## src/rtl/recip_issue_ctrl.sv

```systemverilog
// Issue controller between a tagged operand stream and a single, non-pipelined reciprocal unit.
// One request is outstanding at a time; tagged results wait in a first-word-fall-through FIFO.
module recip_issue_ctrl #(
  parameter int DATA_WIDTH     = 24,
  parameter int TAG_WIDTH      = 4,
  parameter int FIFO_DEPTH     = 4,
  parameter int TIMEOUT_CYCLES = 64
) (
  input  logic                  clk,
  input  logic                  rstn,
  input  logic                  s_valid,
  output logic                  s_ready,
  input  logic [DATA_WIDTH-1:0] s_data,
  input  logic [TAG_WIDTH-1:0]  s_tag,
  input  logic                  inv_ready,
  output logic [DATA_WIDTH-1:0] inv_a,
  output logic                  inv_a_dv,
  input  logic [DATA_WIDTH-1:0] inv_result,
  input  logic                  inv_result_dv,
  output logic                  m_valid,
  input  logic                  m_ready,
  output logic [DATA_WIDTH-1:0] m_data,
  output logic [TAG_WIDTH-1:0]  m_tag,
  output logic                  m_err,
  output logic                  busy
);

  localparam int PTR_W = $clog2(FIFO_DEPTH);
  localparam int CNT_W = PTR_W + 1;
  localparam int TMO_W = $clog2(TIMEOUT_CYCLES + 1);
  localparam logic [TMO_W-1:0] TMO_LAST = TMO_W'(TIMEOUT_CYCLES - 1);

  typedef enum logic [1:0] {IDLE, ISSUE, WAIT, RECOVER} state_t;

  typedef struct packed {
    logic [DATA_WIDTH-1:0] data;
    logic [TAG_WIDTH-1:0]  tag;
    logic                  err;
  } entry_t;

  state_t               state;
  state_t               state_nxt;
  logic [TAG_WIDTH-1:0] tag_q;
  logic [TMO_W-1:0]     tmo_cnt;
  logic                 accept;
  logic                 zero_op;
  logic                 timed_out;
  logic                 push;
  logic                 pop;
  entry_t               push_entry;

  entry_t               mem [FIFO_DEPTH];
  logic [PTR_W-1:0]     wr_ptr;
  logic [PTR_W-1:0]     rd_ptr;
  logic [CNT_W-1:0]     count;
  logic                 fifo_full;
  logic                 fifo_empty;
  entry_t               head;

  // Issuing only with a free FIFO slot is what guarantees a later push never meets a full FIFO.
  assign s_ready   = rstn & (state == IDLE) & inv_ready & ~fifo_full;
  assign accept    = s_valid & s_ready;
  assign zero_op   = (s_data == '0);
  assign timed_out = (tmo_cnt == TMO_LAST);

  // NOTE: sequential state uses non-blocking assignments so every register samples pre-edge values.
  always_ff @(posedge clk) begin
    if (!rstn) state <= IDLE;
    else       state <= state_nxt;
  end

  always_comb begin
    // NOTE: every combinational output gets a default first so no path can infer a latch.
    state_nxt = state;
    case (state)
      IDLE:    if (accept && !zero_op) state_nxt = ISSUE;
      ISSUE:   state_nxt = WAIT;
      WAIT:    if (inv_result_dv)  state_nxt = IDLE;
               else if (timed_out) state_nxt = RECOVER;
      RECOVER: if (inv_ready)      state_nxt = IDLE;
      default: state_nxt = IDLE;
    endcase
  end

  // A strobe on the last WAIT cycle wins over the timeout.
  always_comb begin
    push            = 1'b0;
    push_entry.data = '0;
    push_entry.tag  = tag_q;
    push_entry.err  = 1'b0;
    case (state)
      IDLE: if (accept && zero_op) begin
        push            = 1'b1;
        push_entry.data = '1;
        push_entry.tag  = s_tag;
        push_entry.err  = 1'b1;
      end
      WAIT: if (inv_result_dv) begin
        push            = 1'b1;
        push_entry.data = inv_result;
      end else if (timed_out) begin
        push            = 1'b1;
        push_entry.err  = 1'b1;
      end
      default: ;
    endcase
  end

  // inv_a_dv is registered: the unit's inv_ready is combinational on it.
  always_ff @(posedge clk) begin
    if (!rstn) begin
      inv_a    <= '0;
      inv_a_dv <= 1'b0;
      tag_q    <= '0;
      tmo_cnt  <= '0;
    end else begin
      case (state)
        IDLE: if (accept && !zero_op) begin
          inv_a    <= s_data;
          inv_a_dv <= 1'b1;
          tag_q    <= s_tag;
        end
        ISSUE: begin
          inv_a_dv <= 1'b0;
          tmo_cnt  <= '0;
        end
        WAIT: if (!inv_result_dv && !timed_out) tmo_cnt <= tmo_cnt + 1'b1;
        default: ;
      endcase
    end
  end

  assign fifo_full  = (count == CNT_W'(FIFO_DEPTH));
  assign fifo_empty = (count == '0);
  assign pop        = ~fifo_empty & m_ready;

  // Power-of-two depth lets the pointers wrap naturally.
  always_ff @(posedge clk) begin
    if (!rstn) begin
      wr_ptr <= '0;
      rd_ptr <= '0;
      count  <= '0;
    end else begin
      if (push) wr_ptr <= wr_ptr + 1'b1;
      if (pop)  rd_ptr <= rd_ptr + 1'b1;
      case ({push, pop})
        2'b10:   count <= count + 1'b1;
        2'b01:   count <= count - 1'b1;
        default: ;
      endcase
    end
  end

  // NOTE: storage is not reset; the empty flag gates the outputs, so stale entries are never seen.
  always_ff @(posedge clk) begin
    if (push) mem[wr_ptr] <= push_entry;
  end

  assign head    = mem[rd_ptr];
  assign m_valid = ~fifo_empty;
  assign m_data  = fifo_empty ? '0 : head.data;
  assign m_tag   = fifo_empty ? '0 : head.tag;
  assign m_err   = ~fifo_empty & head.err;
  assign busy    = (state != IDLE) | ~fifo_empty;

endmodule

```

## config.mk

```make
export PLATFORM = sky130hd
export DESIGN_NAME = recip_issue_ctrl
export DESIGN_NICKNAME = d
export VERILOG_FILES = /design/src/rtl/recip_issue_ctrl.sv
export SDC_FILE = /design/constraint.sdc
export NUM_CORES = 1
export LEC_CHECK = 0
export ABC_AREA = 1
export CELL_PAD_IN_SITES_DETAIL_PLACEMENT = 0
export CELL_PAD_IN_SITES_GLOBAL_PLACEMENT = 1
export CORE_ASPECT_RATIO = 1.5
export CORE_UTILIZATION = 39
export DETAILED_ROUTE_END_ITERATION = 12
export PLACE_DENSITY = 0.77
export SLEW_MARGIN = 20
export SYNTH_ARGS = -nofsm -noshare
export SYNTH_HDL_FRONTEND = slang
export SYNTH_SLANG_ARGS = --single-unit
```

## constraint.sdc

```tcl
create_clock -name clk -period 3.4 [get_ports clk]
set_input_delay 0.51 -clock clk [delete_from_list [all_inputs] [get_ports clk]]
set_output_delay 0.51 -clock clk [all_outputs]
set_load 0.01 [all_outputs]
```

Word level (Yosys, flattened, before mapping):

Memories as Yosys holds them, arrays and structs flattened. A register that Yosys moved wholly into a read port is not among the register bits.
Index checks and enable logic that the tools add are counted.

* bits in registers: 45
* memory bits (writable): 116
* word-level logic and storage cells: 77
* memories: 1

* add/subtract/negate cells: 5
* equal/unequal tests: 11
* muxes and demuxes: 26
* bitwise gates (word level): 9
* reduce and logical (&&, ||, !) cells: 17

Memory list
* mem: depth 4, width 29, read ports 1, clocked after memory_dff 1, write ports 1, line 52 `entry_t mem [FIFO_DEPTH];`

Operator list (count)
* 24-bit 2-to-1 mux: 2
* 24-bit one-hot mux with 2 select lines: 1
* 29-bit 2-to-1 mux: 1
* 24-bit zero test: 1
* 7-bit one-hot mux with 2 select lines: 1
* 2-bit 2-to-1 mux: 6
* 4-bit 2-to-1 mux: 2
* 2-bit one-hot mux with 4 select lines: 1
* 2-bit nonzero test: 4
* 7-bit by 1-bit adder with 7-bit output (second input constant): 1
* 7-bit by 6-bit == test with 1-bit output (second input constant): 1
* 1-bit 2-to-1 mux: 7
* 7-bit 2-to-1 mux: 1
* 1-bit bitwise AND: 6
* 2-bit == test (second input constant): 3
* 1-bit one-hot mux with 2 select lines: 3
* 3-bit one-hot mux with 2 select lines: 1
* 2-bit AND reduction: 3
* 2-bit by 1-bit adder with 2-bit output (second input constant): 2
* 2-bit by 1-bit == test with 1-bit output (second input constant): 2
* 2-bit != test (second input constant): 2
* 3-bit by 1-bit adder with 3-bit output (second input constant): 1
* 3-bit == test (second input constant): 1
* 1-bit logical AND: 3
* other kinds (9): 12

Logic depth before layout (Yosys ltp):

* word-level depth: 10
* mapped depth: 14
* depth with buffers taken out: 14

Worst setup path after synthesis:

OpenSTA, ideal clock, no wires.

* path kind: input to register
* start point: in s_data[16]
* end point: mem mem[0][0] (netlist name) (enable)
* library setup time: 415 ps
* arrival: 2452 ps
* data required time: 2985 ps
* setup slack: 533 ps
* cell stages on the path: 7
* path buffers: 0
* path through: nor2_1 nand2_1 nor2_1 nand3_1 nor2_2 nor2_2 nor2_1

* word-level cells in the longest chain between the ends: 6

Ends and longest elaborated chain
* start, declared: line 13 `input logic [DATA_WIDTH-1:0] s_data,`
* 24-bit zero test: line 63 `assign zero_op = (s_data == '0);`
* 1-bit logical AND: line 92 `IDLE: if (accept && zero_op) begin`
* 1-bit 2-to-1 mux: line 92
* 1-bit one-hot mux with 2 select lines: line 91 `case (state)`
* 1-bit 2-to-1 mux: line 156 `if (push) mem[wr_ptr] <= push_entry;`
* 1-bit 2-to-1 mux (implied by the code): line 156
* end, declared: line 52

Every way passes these cells.

==> results.cfg <==
[route]
routedWlPerCell_um = 15.8
first_pass_iters = 5
vias = 5116
drt_iter0_drc = 230
post_drt_via_cell_ratio = 4.98
ant_nets = 0
wirelength_um = 16200
drc = 0

[synthesis]
synth_area_um2 = 6820
ys_types = 28
syn_area_per_cell_um2 = 9.76
ys_warn_count = 0
synthCells = 699
ys_seq_area_share_pct = 64.8
syn-num-nets = 764
ys_ff_latch = 163

[die]
core-area_um2 = 16900
initial_core_util_pct = 40.4
die_h_um = 164
die_area_um2 = 18000
die_x_um = 110
rows = 58
io_pins = 115

[setup_path]
end_kind = output pin
cp_common_cell = nor2_1
cp_data_arrival_time_ns = 2.58
cp_slowest_cell = dfxtp_2
critPathMaxStageDelay_ns = 0.61
cp_top_family = buffers and inverters
critPathBufInv = 2
r2r_end = count[2]
r2r-start = tmo_cnt[0]
regToRegSetupSlack_ns = 0.70
path_max_fanout = 36
path_class = reg2out
worstPathRequired_ns = 2.89
reg2reg_depth = 13
cp-start-kind = register
path_cells = buf_4 > nor2_1 > nor2_1 > o21ai_0 > a21oi_1 > clkdlybuf4s50_1

[sta]
period_needed_ns = 3.09
drv_slew = 0
fin_setup_tns_ns = 0
rsz0062_at_grt = no
hold_violations = 0
finalCritPeriodShare_pct = 91.0
fmax_ghz = 0.323
setup_viol = 0
relSlewSlack_pct = 38.7
finalClockSkew_ns = 0.0123
worst_slew_pin_slew_ns = 0.918
hold_ws_ns = 0.450

[power]
power_density_nw_per_um2 = 480
peakVddDrop_uv = 271
intPower_mw = 3.24
seqPwrFrac_pct = 50.7
p_clk_share_pct = 43.6
p_comb_share_pct = 5.7
swShare_pct = 23.4
power.switching_mw = 0.988
p_leak_nw = 3.19

[cells_and_area]
layout-drive-gt1-share_pct = 7.58
register_area_um2 = 4430
fill_cells = 1531
multi_input_area_um2 = 2110
fin_cells = 1028
area_delta_synth_final_pct = 29.0
antenna_cells = 0
fin_nets = 870

[placement]
port_buffers = 114
place_congestion = 0.754
place_inst = 996
hpwl_um = 10400

[global_route]
grt_pass1_wl_um = 25900
grt_pass1_vias = 5284
grt_overflow = 0
antenna_found_initial = 0
track_usage_pct = 19.2
grt_max_degree = 41

[clocking]
post_cts_buffers = 0
cts-resized-gates = 0
path_clk_slew_ns = 0.07
clock_path_buffers = 2
cts-root-buf = clkbuf_16
cts_buffers = 17
hold_buffers = 0
insertion_delay_ns = 0.43
cts_tree = yes
cts.sinks = 163
htreeDepth = 4

[outcome]
status = completed

[job]
cap_violations = 0

[worst_hold_path]
min_path_cells = 2
worstHoldStart = tmo_cnt[6]
min_to = tmo_cnt[6]
hp-class = reg2reg
[synthesized netlist by cell type]
library cell	instances	area share (%)
o21ai_0	91	6.7
dfxtp_1	47	14
clkinv_4	1	0.13
nor2_4	1	0.17
edfxtp_1	116	51
clkinv_1	1	0.055
buf_2	10	0.73
nand3_1	32	2.3
fa_1	1	0.29
a21oi_1	43	3.2
inv_2	1	0.055
o211ai_1	1	0.11
nand2_2	1	0.092
nor2_1	207	11
nand3b_1	1	0.11
nand2_1	62	3.4
buf_6	4	0.66
and3_1	2	0.18
inv_1	30	1.7
ha_1	6	1.1
nand2_4	2	0.33
o21ai_1	3	0.22
buf_1	1	0.055
clkbuf_1	25	1.4
a311oi_1	1	0.13
nor3_1	5	0.37
nor2_2	3	0.28
or2_2	1	0.092
[flip-flops by register name, summed over array words and instances (netlist names), 2 cells and up, named ones only]
register,count
wr_ptr,2
mem,116
count,3
state,2
tag_q,4
rd_ptr,2
inv_a,24
tmo_cnt,7
[metal layers]
metal | vias to the layer above | GRT usage (%) | share of wire (%)
li1 | 2568 | - | -
met1 | 2383 | 22.0 | 41
met2 | 150 | 33.9 | 51
met3 | 15 | 5.36 | 6.5
met4 | 0 | 6.36 | 1.3
met5 | - | 0 | 0
[worst max-delay path by stage]
stage | startpoint | endpoint | slack [ns] | cells past startpoint
floorplan | s_data[16] | mem[0][0] | 0.53 | 7
CTS | register | m_data[2] | 0.23 | 6
global placement | s_data[8] | count[2] | 0.35 | 14
global route | register | m_data[3] | 0.11 | 6
finish | register | m_err | 0.31 | 6
detailed placement | s_data[7] | count[2] | 0.23 | 14
[cells in the final DEF, fill, tap and decap left out, drive strengths merged]
master	n
nor2	211
edfxtp	116
clkdlybuf4s50	114
o21ai	94
nand2	65
dfxtp	47
a21oi	43
inv	40
nand3	32
clkbuf	17
buf	13
ha	6
clkinv	6
nor3	5
and3	2
clkinvlp	2
or2	1
nand3b	1
o211ai	1
a311oi	1
fa	1
[layout make-up]
cell class | count | area share, %
repair buffers | 127 | 14.6
multi-input cells | 463 | 24.0
clock buffers | 17 | 4.83
flip-flops and latches | 163 | 50.3
inverters | 33 | 1.46
clock inverters | 15 | 1.81
well taps | 210 | 2.99
[logic make-up (layout without fill, tap and decap cells)]
| kind of cell | Yosys count | in the layout | synth area share, % |
|---|---|---|---|
| AND/OR/NAND/NOR | 317 | 317 | 18.8 |
| flip-flops | 163 | 163 | 64.8 |
| AO/OA/AOI/OAI | 139 | 139 | 10.3 |
| buffers and inverters | 73 | 192 | 4.71 |
| adder cells (fa/ha/maj) | 7 | 7 | 1.39 |
[tightest hold or removal path, stage by stage (launching register included)]
cell	delay (ns)
dfxtp_1	0.30
inv_1	0.06
a311oi_1	0.04
[power by group through the flow]
stage / combinational (mW) / sequential, mW / clock, mW
after detailed placement: 0.243 / 2.19 / 0
after global routing: 0.267 / 2.14 / 1.97
final: 0.242 / 2.14 / 1.85
after CTS: 0.245 / 2.14 / 1.88
after global placement: 0.241 / 2.19 / 0
after floorplan: 0.0951 / 2.19 / 0
[through the flow]
stage | utilization (%) | setup slack [ns] | cell area (um2) | total power [mW]
detailed placement | 48.6 | 0.229 | 8220 | 2.43
global route | 52.1 | 0.112 | 8800 | 4.38
global placement | 48.6 | 0.345 | 8220 | 2.43
floorplan | - | 0.533 | 6820 | 2.29
CTS | 52.1 | 0.228 | 8800 | 4.27
finish | 52.1 | 0.307 | 8800 | 4.23
No activity file was read; power rests on OpenSTA's default activity.
